### config.mk
export PLATFORM = sky130hd
export DESIGN_NAME = seg7_scan_driver_flat
export DESIGN_NICKNAME = d
export VERILOG_FILES = /design/src/rtl/seg7_scan_driver_if.sv /design/src/rtl/seg7_scan_driver.sv /design/src/flat_wrapper.sv
export SDC_FILE = /design/constraint.sdc
export NUM_CORES = 1
export LEC_CHECK = 0
export ABC_AREA = 1
export BUFFER_PORTS_ARGS = -buffer_cell sky130_fd_sc_hd__clkbuf_2
export CAP_MARGIN = 10
export CORE_ASPECT_RATIO = 0.8
export CORE_MARGIN = 2
export CORE_UTILIZATION = 40
export DETAILED_ROUTE_END_ITERATION = 10
export MAX_ROUTING_LAYER = met4
export PLACE_DENSITY_LB_ADDON = 0.12
export SYNTH_ARGS = -nofsm -noshare
export SYNTH_HDL_FRONTEND = slang
export SYNTH_SLANG_ARGS = --single-unit
### constraint.sdc
create_clock -name clk -period 1.8 [get_ports clk]
set_input_delay 0.09 -clock clk [delete_from_list [all_inputs] [get_ports clk]]
set_output_delay 0.09 -clock clk [all_outputs]
set_load 0.1 [all_outputs]
### src/rtl/seg7_scan_driver_if.sv
// Display-side bus of the seven-segment scan driver: value/control in, anode/segment drive out.
interface seg7_scan_driver_if;
  logic [15:0] data_in;
  logic        en;
  logic        lz_blank;
  logic [3:0]  an;
  logic [6:0]  seg;
  logic        dp;

  modport master (output data_in, en, lz_blank, input an, seg, dp);
  modport slave  (input data_in, en, lz_blank, output an, seg, dp);
endinterface

### src/rtl/seg7_scan_driver.sv
// Four-digit hex scan driver for a common-anode multiplexed seven-segment display,
// with a per-slot dark guard interval and frame-boundary capture of the shown value.
module seg7_scan_driver #(
  parameter int REFRESH_DIV = 50000,
  parameter int GUARD       = 16
) (
  input  logic              clk,
  input  logic              reset,
  seg7_scan_driver_if.slave bus
);

  localparam int CNT_W = (REFRESH_DIV > 1) ? $clog2(REFRESH_DIV) : 1;
  localparam logic [CNT_W-1:0] CNT_LAST = CNT_W'(REFRESH_DIV - 1);
  localparam logic [CNT_W-1:0] GUARD_C  = CNT_W'(GUARD);

  logic [CNT_W-1:0] cnt_q, cnt_d;
  logic [1:0]       digit_q, digit_d;
  logic [15:0]      shadow_q, shadow_d;
  logic [3:0]       an_q, an_d;
  logic [6:0]       seg_q, seg_d;
  logic [3:0]       nibble;

  function automatic logic [6:0] hex7(input logic [3:0] nib);
    logic [6:0] s;
    case (nib)
      4'h0: s = 7'b1000000;
      4'h1: s = 7'b1111001;
      4'h2: s = 7'b0100100;
      4'h3: s = 7'b0110000;
      4'h4: s = 7'b0011001;
      4'h5: s = 7'b0010010;
      4'h6: s = 7'b0000010;
      4'h7: s = 7'b1111000;
      4'h8: s = 7'b0000000;
      4'h9: s = 7'b0010000;
      4'hA: s = 7'b0001000;
      4'hB: s = 7'b0000011;
      4'hC: s = 7'b1000110;
      4'hD: s = 7'b0100001;
      4'hE: s = 7'b0000110;
      default: s = 7'b0001110;
    endcase
    return s;
  endfunction

  // A digit is a leading zero when it and every digit to its left are zero; digit0 always shows.
  function automatic logic lead_zero(input logic [1:0] dig, input logic [15:0] val);
    logic z;
    case (dig)
      2'd3:    z = (val[15:12] == 4'h0);
      2'd2:    z = (val[15:8]  == 8'h00);
      2'd1:    z = (val[15:4]  == 12'h000);
      default: z = 1'b0;
    endcase
    return z;
  endfunction

  assign nibble = shadow_q[4*digit_q +: 4];

  always_comb begin
    cnt_d    = cnt_q + CNT_W'(1);
    digit_d  = digit_q;
    shadow_d = shadow_q;
    an_d     = 4'b1111;
    seg_d    = 7'b1111111;

    if (cnt_q == CNT_LAST) begin
      cnt_d   = '0;
      digit_d = digit_q + 2'd1;
      if (digit_q == 2'd3) shadow_d = bus.data_in;
    end

    if (bus.en && (cnt_q >= GUARD_C) && !(bus.lz_blank && lead_zero(digit_q, shadow_q))) begin
      an_d  = ~(4'b0001 << digit_q);
      seg_d = hex7(nibble);
    end
  end

  always_ff @(posedge clk or posedge reset) begin
    if (reset) begin
      cnt_q    <= '0;
      digit_q  <= 2'd0;
      shadow_q <= 16'h0000;
      an_q     <= 4'b1111;
      seg_q    <= 7'b1111111;
    end else begin
      cnt_q    <= cnt_d;
      digit_q  <= digit_d;
      shadow_q <= shadow_d;
      an_q     <= an_d;
      seg_q    <= seg_d;
    end
  end

  assign bus.an  = an_q;
  assign bus.seg = seg_q;
  assign bus.dp  = 1'b1;

endmodule

### src/flat_wrapper.sv
// flat-port wrapper written by rule: the top's interface ports become plain ports
module seg7_scan_driver_flat 
#(
  parameter int REFRESH_DIV = 50000,
  parameter int GUARD       = 16
)
  (clk, reset, bus_data_in, bus_en, bus_lz_blank, bus_an, bus_seg, bus_dp);
  seg7_scan_driver_if bus_i ();
  input  logic clk;
  input  logic reset;
  input wire logic [$bits(bus_i.data_in)-1:0] bus_data_in;
  input wire logic [$bits(bus_i.en)-1:0] bus_en;
  input wire logic [$bits(bus_i.lz_blank)-1:0] bus_lz_blank;
  output wire logic [$bits(bus_i.an)-1:0] bus_an;
  output wire logic [$bits(bus_i.seg)-1:0] bus_seg;
  output wire logic [$bits(bus_i.dp)-1:0] bus_dp;
  assign bus_i.data_in = bus_data_in;
  assign bus_i.en = bus_en;
  assign bus_i.lz_blank = bus_lz_blank;
  assign bus_an = bus_i.an;
  assign bus_seg = bus_i.seg;
  assign bus_dp = bus_i.dp;
  seg7_scan_driver #(.REFRESH_DIV(REFRESH_DIV), .GUARD(GUARD)) u_core (.clk(clk), .reset(reset), .bus(bus_i));
endmodule
==> flow_metrics.py, run 1 <==
metrics = {
    "power": {
        "p_sw_share_pct": 24.00,
        "p_per_area_mw_per_mm2": 586.3,
        "power.clock.fraction_pct": 34.8,
        "p_sw_mw": 0.4165,
        "pwr-share-comb_pct": 6.3,
        "seqPwrFrac_pct": 58.9,
        "p_leak_nw": 1.538,
        "peakVddDrop_v": 0.0003184,
        "p_int_mw": 1.319,
    },
    "synthesis": {
        "ys.flop_type": "dfrtp_1",
        "synth_edf_count": 0,
        "avgSynthCellArea_um2": 7.717,
        "synthArstFlopShare_pct": 100.0,
        "synth_cell_types": 31,
        "syn_area_mm2": 0.002531,
        "ys_seq_area_share_pct": 45.03,
        "synth_fp_nets": 361,
        "synthCells": 328,
        "synth_seq_cells": 45,
        "yosys_warnings": 0,
    },
    "die": {
        "io_pins": 32,
        "rows": 25,
        "die_w_um": 92.94,
        "coreArea_mm2": 0.006006,
        "die_area_mm2": 0.006984,
        "die_h_um": 75.15,
        "start_util_pct": 42.15,
    },
    "critical_path": {
        "cp-startpoint": "u_core.digit_q[0]$_DFFE_PP0N_",
        "crit_required_ns": 2.01,
        "r2r_start": "u_core.digit_q[0]$_DFFE_PP0N_",
        "slowest_stage": "dfrtp_2",
        "crit_buf_inv": 2,
        "end_kind": "flop",
        "cp_data_arrival_time_ns": 1.86,
        "cpPeakStageDelay_ns": 0.45,
        "startpoint_type": "flop",
        "crit_fanout": 4,
        "crit_family": "simple AND/OR/NAND/NOR gates",
        "cpMostUsedCell": "nand2_1",
        "path_class": "flop to flop",
        "cp_cell_sequence": "buf_4 -> nand2_1 -> nand3_1 -> nand2_1 -> inv_1 -> ha_1 -> nand3_1 -> nand2_1 -> a21oi_1 -> nand2_1",
    },
    "detailed_routing": {
        "wire_per_inst_um": 11.51,
        "drc": 0,
        "vias_per_cell": 4.547,
        "drt-total-wl_mm": 5.237,
        "ant_nets": 0,
        "firstDrtPassIters": 4,
        "first_iter_violations": 76,
        "via_count": 2069,
    },
    "layout": {
        "fillers": 619,
        "multiInputGateArea_mm2": 0.001200,
        "stdcell_area_mm2": 0.002960,
        "register_area_mm2": 0.001141,
        "area_growth_pct": 16.96,
        "antenna_cells": 0,
        "layout-drive-gt1-share_pct": 23.26,
        "stdcell_count": 455,
        "nets": 406,
    },
    "timing": {
        "slew_headroom_pct": 63.23,
        "hold_ws_ns": 0.01844,
        "post-route-min-period_ns": 1.653,
        "worst_pin_slew_ns": 0.5516,
        "setup_viol": 0,
        "period_share_pct": 91.81,
        "tns_ns": 0,
        "slew_viol_final": 0,
        "hold_viol": 0,
        "max_freq_mhz": 605.1,
        "clock_skew_ns": 0.005727,
        "layout_setup_ws_ns": 0.1474,
    },
    "clocking": {
        "clock-sinks": 45,
        "cts_tree": "done",
        "cts-root-buf": "clkbuf_8",
        "htree_num_levels": 2,
        "clk_pin_slew_ns": 0.08,
        "clockBufferDepth": 2,
        "clk_latency_ns": 0.29,
        "cts_buffers": 5,
    },
    "global_route": {
        "track_usage_pct": 16.87,
        "grt_overflow": 0,
        "antenna_found_initial": 0,
        "grt_first_pass_wirelength_mm": 8.776,
        "grt_pass1_vias": 1798,
        "grt_max_degree": 46,
    },
    "placement": {
        "placed_cells": 442,
        "dpl_worst_slack_ns": -0.03580,
        "dp_hpwl_mm": 3.931,
        "port_buffers": 30,
        "dpl_cell_area_mm2": 0.002811,
        "gp_congestion": 0.8341,
    },
    "hold_path": {
        "hold_start": "bus_data_in[5]",
        "hold_class": "input port to flop",
    },
    "run_status": {
        "status": "finished clean",
    },
    "run": {
        "drv_cap": 0,
    },
}
==> timing repair <==
item                                    CTS  global route
pin swaps                                 0             1
hold endpoints to repair                 34             0
gates cloned                              0             0
resized for setup                         1             6
hold buffers                              1             0
endpoints found under the setup margin   11            21
setup buffers                             0             4
==> registers in the layout, summed over array words and instances, names as in the netlist <==
register / count
u_core.bus.an: 4
u_core.bus.seg: 7
u_core.digit_q: 2
u_core.cnt_q: 16
u_core.shadow_q: 16
==> worst min-delay path, stage by stage <==
cell and delay, ns:
clkbuf_2 0.08, nand3_1 0.06, nand2_1 0.05
==> layer usage <==
metal / vias to the layer above / part of all wire [%] / wire, µm / global-route usage, %
met2: 48 / 39 / 2066 / 22.54
met1: 912 / 55 / 2874 / 25.81
met4: 0 / 0.86 / 45 / 4.902
met5: - / 0 / 0 / -
li1: 1104 / - / - / -
met3: 5 / 4.8 / 252 / 3.003
==> kinds of logic (layout without fill, tap and decap cells) <==
logic type	count (synthesis)	count (layout)	synth area share, %
AND/OR/NAND/NOR	203	203	35.29
buffers and inverters	47	93	8.206
flip-flops	45	45	45.03
adder cells (fa/ha/maj)	13	13	6.426
AO/OA/AOI/OAI	12	12	2.471
XOR/XNOR	7	7	2.422
other	1	1	0.1482
==> stage by stage <==
stage	total power, mW	utilization, %
floorplan	1.118	-
global placement	1.149	46.81
detailed placement	1.151	46.81
CTS	1.770	48.44
global route	1.821	49.29
finish	1.736	49.29
==> synthesized netlist by cell type (2+ instances only) <==
cell,number,area (µm²)
nand2_1,114,427.9
dfrtp_1,34,850.8
nand3_1,34,170.2
inv_1,32,120.1
nor2_1,28,105.1
ha_1,13,162.7
dfstp_2,11,289.0
a21oi_1,7,35.03
xor2_1,7,61.31
inv_2,5,18.77
nand2_2,5,31.28
nand4_1,5,31.28
buf_4,4,30.03
nor3_1,4,20.02
nor2_2,3,18.77
o21ai_0,3,15.01
clkbuf_1,2,7.510
nand2_4,2,22.52
nand3_2,2,20.02
nand3b_1,2,15.01
==> area by class of cell <==
cell class	instances	share of cell area [%]
flip-flops and latches	45	38.55
repair buffers	46	9.214
inverters	39	5.452
clock buffers	7	2.578
well taps	81	3.423
clock inverters	1	0.2536
multi-input cells	236	40.53
==> placed cells by master, fill, tap and decap left out, types with 6 or more instances in the layout <==
cell type / netlist / final
clkbuf_2: 0 / 30
nor2_1: 28 / 28
dfrtp_1: 34 / 33
dfstp_2: 11 / 11
ha_1: 13 / 12
xor2_1: 7 / 7
inv_1: 32 / 31
a21oi_1: 7 / 6
nand2_2: 5 / 6
nand2_1: 114 / 113
nand3_1: 34 / 34
buf_4: 4 / 15
==> path summary, 6_finish.rpt <==
kind | to | slack [ns] | cells past startpoint
worst min-delay path | u_core.shadow_q[5]$_DFFE_PP0P_ | 0.02 | 3
worst max-delay path | u_core.bus.seg[5]$_DFF_PP1_ | 0.15 | 10
worst min register to register | u_core.shadow_q[2]$_DFFE_PP0P_ | 0.49 | 2
min in group asynchronous | u_core.cnt_q[13]$_DFF_PP0_ | 0.46 | 4
max in group asynchronous | u_core.digit_q[0]$_DFFE_PP0N_ | 0.94 | 4
worst max register to register | u_core.bus.seg[5]$_DFF_PP1_ | 0.15 | 10
==> power groups by stage <==
stage | clock network [mW] | logic, mW | registers, mW
2_1_floorplan | 0 | 0.0317 | 1.09
5_1_grt | 0.680 | 0.117 | 1.02
3_5_place_dp | 0 | 0.109 | 1.04
3_3_place_gp | 0 | 0.108 | 1.04
4_1_cts | 0.637 | 0.111 | 1.02
6_report | 0.605 | 0.109 | 1.02
Power figures use the tool's default switching activity.
==> inputs of run 2 (changes only) <==
==> constraint.sdc (replaced) <==
create_clock -name clk -period 1.8 [get_ports clk]
set_input_delay 0.36 -clock clk [delete_from_list [all_inputs] [get_ports clk]]
set_output_delay 0.36 -clock clk [all_outputs]
set_load 0.1 [all_outputs]
==> run 2 against run 1 <==
Net effect: sequential power about the same; via count down 0.68%; hold slack better by 0.051 ns; register-to-register slack hardly changed; sequential share of layout area rose by 0.21 points; clock skew about the same; non-clock buffer count shrank 3; largest power group unchanged.
==> flow_metrics.py, run 2 (same netlist as run 1, synthesis figures left out) <==
metrics = {
    "detailed_routing": {
        "first_iter_violations": 105,
        "wire_per_inst_um": 11.54,
        "ant_nets": 0,
        "drc": 0,
        "drt-total-wl_mm": 5.215,
        "via_count": 2055,
        "firstDrtPassIters": 4,
        "vias_per_cell": 4.546,
    },
    "critical_path": {
        "end_kind": "flop",
        "path_class": "flop to flop",
        "crit_required_ns": 2.03,
        "cp_data_arrival_time_ns": 1.88,
        "startpoint_type": "flop",
        "crit_fanout": 4,
    },
    "clocking": {
        "cts_buffers": 5,
        "clockBufferDepth": 2,
        "cts_tree": "done",
        "cts-root-buf": "clkbuf_8",
        "clk_latency_ns": 0.29,
        "cts-hold-fix-buffers": 0,
        "clock-sinks": 45,
        "htree_num_levels": 2,
        "clk_pin_slew_ns": 0.08,
    },
    "power": {
        "seqPwrFrac_pct": 58.6,
        "p_int_mw": 1.320,
        "p_per_area_mw_per_mm2": 592.1,
        "p_sw_share_pct": 24.25,
        "peakVddDrop_v": 0.0003502,
        "power.clock.fraction_pct": 35.1,
        "p_leak_nw": 1.529,
        "p_total_mw": 1.743,
        "p_sw_mw": 0.4228,
        "pwr-share-comb_pct": 6.3,
    },
    "global_route": {
        "grt_pass1_vias": 1900,
        "track_usage_pct": 17.45,
        "antenna_found_initial": 0,
        "grt_overflow": 0,
        "grt_first_pass_wirelength_mm": 9.211,
        "grt_max_degree": 46,
    },
    "placement": {
        "port_buffers": 30,
        "gp_congestion": 0.8359,
        "dpl_cell_area_mm2": 0.002824,
        "dp_hpwl_mm": 3.937,
        "dpl_worst_slack_ns": -0.05552,
    },
    "timing": {
        "setup_viol": 0,
        "max_freq_mhz": 608.8,
        "hold_viol": 0,
        "period_share_pct": 91.26,
        "slew_headroom_pct": 63.89,
        "clock_skew_ns": 0.006094,
        "slew_viol_final": 0,
        "post-route-min-period_ns": 1.643,
        "rsz0062_at_grt": "false",
        "worst_pin_slew_ns": 0.5439,
        "layout_setup_ws_ns": 0.1574,
    },
    "run_status": {
        "status": "finished clean",
    },
    "layout": {
        "final_common_cell": "nand2_1",
        "antenna_cells": 0,
        "final_cell_mix": "nand2_1 (112), nand3_1 (34), dfrtp_1 (33)",
        "stdcell_area_mm2": 0.002944,
        "fin_util_pct": 49.02,
        "area_growth_pct": 16.31,
        "layout-drive-gt1-share_pct": 23.18,
        "fillers": 628,
        "nets": 403,
    },
    "die": {
        "die_w_um": 92.94,
        "io_pins": 32,
        "die_area_mm2": 0.006984,
        "die_h_um": 75.15,
        "rows": 25,
        "start_util_pct": 42.15,
        "coreArea_mm2": 0.006006,
    },
    "run": {
        "drv_cap": 0,
    },
    "hold_path": {
        "hold_class": "input port to async pin",
    },
}
==> run 2: layout make-up <==
cell class | count | area [µm²] | share of cell area, %
Clock buffer | 7 | 76.32 | 2.592
Clock inverter | 1 | 7.507 | 0.2550
Inverter | 39 | 161.4 | 5.482
Multi-Input combinational cell | 236 | 1196 | 40.63
Sequential cell | 45 | 1141 | 38.76
Tap cell | 81 | 101.3 | 3.442
Timing Repair Buffer | 43 | 260.3 | 8.840
==> run 2: metrics by stage <==
stage,setup TNS [ns],std cells,hold slack [ns]
6_report,0,452,0.06932
4_1_cts,0,450,0.08364
5_1_grt,0,452,0.08961
3_3_place_gp,0,442,0.4029
3_5_place_dp,-0.2346,442,0.4045
2_1_floorplan,0,328,0.4422
==> run 2: worst paths after layout <==
check / to / slack, ns / depth (start not counted) / start
min: u_core.cnt_q[12]$_DFF_PP0_ / 0.07 / 3 / reset
min reg2reg: u_core.shadow_q[2]$_DFFE_PP0P_ / 0.48 / 2 / u_core.shadow_q[2]$_DFFE_PP0P_
min in group clk: u_core.shadow_q[8]$_DFFE_PP0P_ / 0.29 / 3 / bus_data_in[8]
max in group asynchronous: u_core.bus.an[0]$_DFF_PP1_ / 1.47 / 3 / reset
max reg2reg: u_core.bus.seg[0]$_DFF_PP1_ / 0.16 / 12 / u_core.digit_q[0]$_DFFE_PP0N_
max: u_core.bus.seg[0]$_DFF_PP1_ / 0.16 / 12 / u_core.digit_q[0]$_DFFE_PP0N_
==> run 2: worst max-delay path, cell delays in order (launching register included) <==
cell	delay (ns)
dfrtp_2	0.44
buf_4	0.16
nand2_1	0.05
nand3_1	0.10
nand2_2	0.10
buf_4	0.12
ha_1	0.22
nand3_1	0.11
nand2_1	0.08
nand2_1	0.05
nand2_1	0.07
inv_1	0.03
nand2_1	0.04
==> run 2: layer usage <==
metal	track usage, %	vias up	wire, µm	part of all wire, %
met5	-	-	0	0
met4	4.412	0	44	0.84
met3	3.403	5	186	3.6
met2	24.15	33	2031	39
met1	26.14	919	2953	57
li1	-	1098	-	-
==> run 2: timing repair <==
item,CTS,global route
pin swaps,0,1
buffers inserted,0,2
resized for setup,1,6
setup endpoints to repair,11,21
==> run 2: power groups by stage <==
stage | Sequential, mW | Clock (mW) | Combinational, mW
floorplan | 1.09 | 0 | 0.0317
global placement | 1.04 | 0 | 0.112
detailed placement | 1.04 | 0 | 0.113
CTS | 1.02 | 0.638 | 0.114
global route | 1.02 | 0.680 | 0.120
finish | 1.02 | 0.611 | 0.110
==> inputs of run 3 (changes only) <==
Settings changed: BUFFER_PORTS_ARGS -buffer_cell sky130_fd_sc_hd__clkbuf_2 to unset, DONT_BUFFER_PORTS set to 1, RECOVER_POWER set to 100.
==> run 3 against run 2 <==
Net effect: total power fell by 2.5%; wire length rose by 0.21%; flip-flop and latch count did not move; clock skew rose by 0.0043 ns; first-iteration DRC count fell by 1.9%; sequential power rose by 5%; clock-buffer cell count fell by 2; register-to-register slack barely moved; non-clock buffer count fell by 27.
==> flow_metrics.py, run 3 (same netlist as run 1, synthesis figures left out) <==
metrics = {
    "layout": {
        "nets": 376,
        "layout-drive-gt1-share_pct": 17.20,
        "final_cell_mix": "nand2_1 (112), nand3_1 (33), dfrtp_1 (33)",
        "stdcell_area_mm2": 0.002804,
        "final_common_cell": "nand2_1",
        "antenna_cells": 0,
        "area_growth_pct": 10.78,
    },
    "timing": {
        "tns_ns": 0,
        "slew_viol_final": 0,
        "layout_setup_ws_ns": 0.1496,
        "slew_headroom_pct": 27.11,
        "period_share_pct": 91.69,
        "worst_pin_slew_ns": 1.093,
        "clock_skew_ns": 0.01042,
        "max_freq_mhz": 605.9,
        "hold_viol": 0,
        "post-route-min-period_ns": 1.650,
        "hold_ws_ns": 0.1998,
        "setup_viol": 0,
    },
    "global_route": {
        "grtUsageMet1_pct": 27.83,
        "use_met2_pct": 22.22,
        "grt_max_degree": 46,
        "track_usage_pct": 17.43,
        "grt_first_pass_wirelength_mm": 9.163,
        "grt_pass1_vias": 1837,
        "antenna_found_initial": 0,
        "globalRoute.busiestLayer": "met1",
        "grt_overflow": 0,
        "grtUsageMet3_pct": 3.604,
    },
    "critical_path": {
        "cp_cell_sequence": "inv_4 -> nand2_1 -> nand3_1 -> nand2_2 -> buf_4 -> ha_1 -> nand3_1 -> nand3_1 -> nand2_1 -> inv_1 -> nand2_1",
        "crit_required_ns": 2.01,
        "cp_data_arrival_time_ns": 1.86,
        "startpoint_type": "flop",
        "crit_fanout": 12,
        "cpPeakStageDelay_ns": 0.44,
        "path_class": "flop to flop",
        "slowest_stage": "dfrtp_2",
        "end_kind": "flop",
        "rrSetupSlack_ns": 0.15,
    },
    "placement": {
        "dp_hpwl_mm": 3.873,
        "port_buffers": 0,
        "dpl_worst_slack_ns": -0.02090,
        "gp_congestion": 0.8312,
        "dpl_cell_area_mm2": 0.002654,
    },
    "detailed_routing": {
        "firstDrtPassIters": 4,
        "first_iter_violations": 103,
        "drc": 0,
        "ant_nets": 0,
        "drt-total-wl_mm": 5.226,
        "via_count": 1952,
        "vias_per_cell": 4.604,
        "wire_per_inst_um": 12.33,
    },
    "power": {
        "peakVddDrop_v": 0.0003677,
        "p_total_mw": 1.700,
        "p_leak_nw": 1.424,
        "p_per_area_mw_per_mm2": 606.3,
    },
    "die": {
        "coreArea_mm2": 0.006006,
        "io_pins": 32,
        "die_h_um": 75.15,
        "die_w_um": 92.94,
        "die_area_mm2": 0.006984,
        "start_util_pct": 42.15,
        "rows": 25,
    },
    "clocking": {
        "cts-hold-fix-buffers": 0,
        "htree_num_levels": 2,
        "cts_tree": "done",
        "clk_latency_ns": 0.29,
        "clk_pin_slew_ns": 0.09,
        "clockBufferDepth": 2,
        "cts-root-buf": "clkbuf_8",
        "clock-sinks": 45,
        "cts_buffers": 5,
    },
    "hold_path": {
        "hold_class": "input port to flop",
    },
    "run_status": {
        "status": "finished clean",
    },
    "run": {
        "drv_cap": 0,
    },
}
==> run 3: changes by cell type in the layout (fill, tap and decap cells not counted), sizes merged <==
cell,before,now
clkbuf,37,8
clkinv,2,3
==> run 3: final cells by class <==
| cell class | instances | area [µm²] |
|---|---|---|
| Clock inverter | 2 | 11.26 |
| Tap cell | 81 | 101.3 |
| Inverter | 39 | 161.4 |
| Sequential cell | 45 | 1141 |
| Fill cell | 635 | 3202 |
| Multi-Input combinational cell | 236 | 1202 |
| Timing Repair Buffer | 16 | 117.6 |
| Clock buffer | 5 | 68.82 |
==> run 3: repair_timing <==
action                                  4_1_cts  5_1_grt
pin swaps                                     0        2
gates cloned                                  0        0
setup buffers                                 0        6
resized for setup                             1        9
endpoints found under the setup margin       11       24
==> run 3: metal layers <==
| metal | wire, µm | part of all wire, % |
|---|---|---|
| met5 | 0 | 0 |
| met4 | 25 | 0.48 |
| met1 | 2895 | 55 |
| met3 | 240 | 4.6 |
| met2 | 2064 | 39 |
==> run 3: path summary, 6_finish.rpt <==
path                                                 from  cells after the start                        endpoint
setup / recovery            u_core.digit_q[0]$_DFFE_PP0N_                     11     u_core.bus.seg[3]$_DFF_PP1_
hold / removal                             bus_data_in[7]                      2  u_core.shadow_q[7]$_DFFE_PP0P_
setup reg to reg            u_core.digit_q[0]$_DFFE_PP0N_                     11     u_core.bus.seg[3]$_DFF_PP1_
hold reg to reg            u_core.shadow_q[2]$_DFFE_PP0P_                      2  u_core.shadow_q[2]$_DFFE_PP0P_
max in group asynchronous                           reset                      2   u_core.digit_q[0]$_DFFE_PP0N_
min in group asynchronous                           reset                      2       u_core.cnt_q[7]$_DFF_PP0_
==> run 3: critical path, delay by kind of cell, from the launching register on <==
| kind | cells | cell delay (ns) |
|---|---|---|
| DFF | 1 | 0.44 |
| buffers and inverters | 3 | 0.31 |
| adders and majority gates | 1 | 0.26 |
| and+or+nand+nor | 7 | 0.54 |
==> run 3: metrics by stage <==
step	util [%]	instances
after detailed placement	44.19	411
after global placement	44.19	411
after CTS	45.58	418
after global routing	46.69	424
after floorplan	-	328
final	46.69	424
==> run 3: where the power goes <==
part,internal (mW),switching (mW)
sequential,1.02,0.0455
clock,0.261,0.333
combinational,0.00335,0.0341
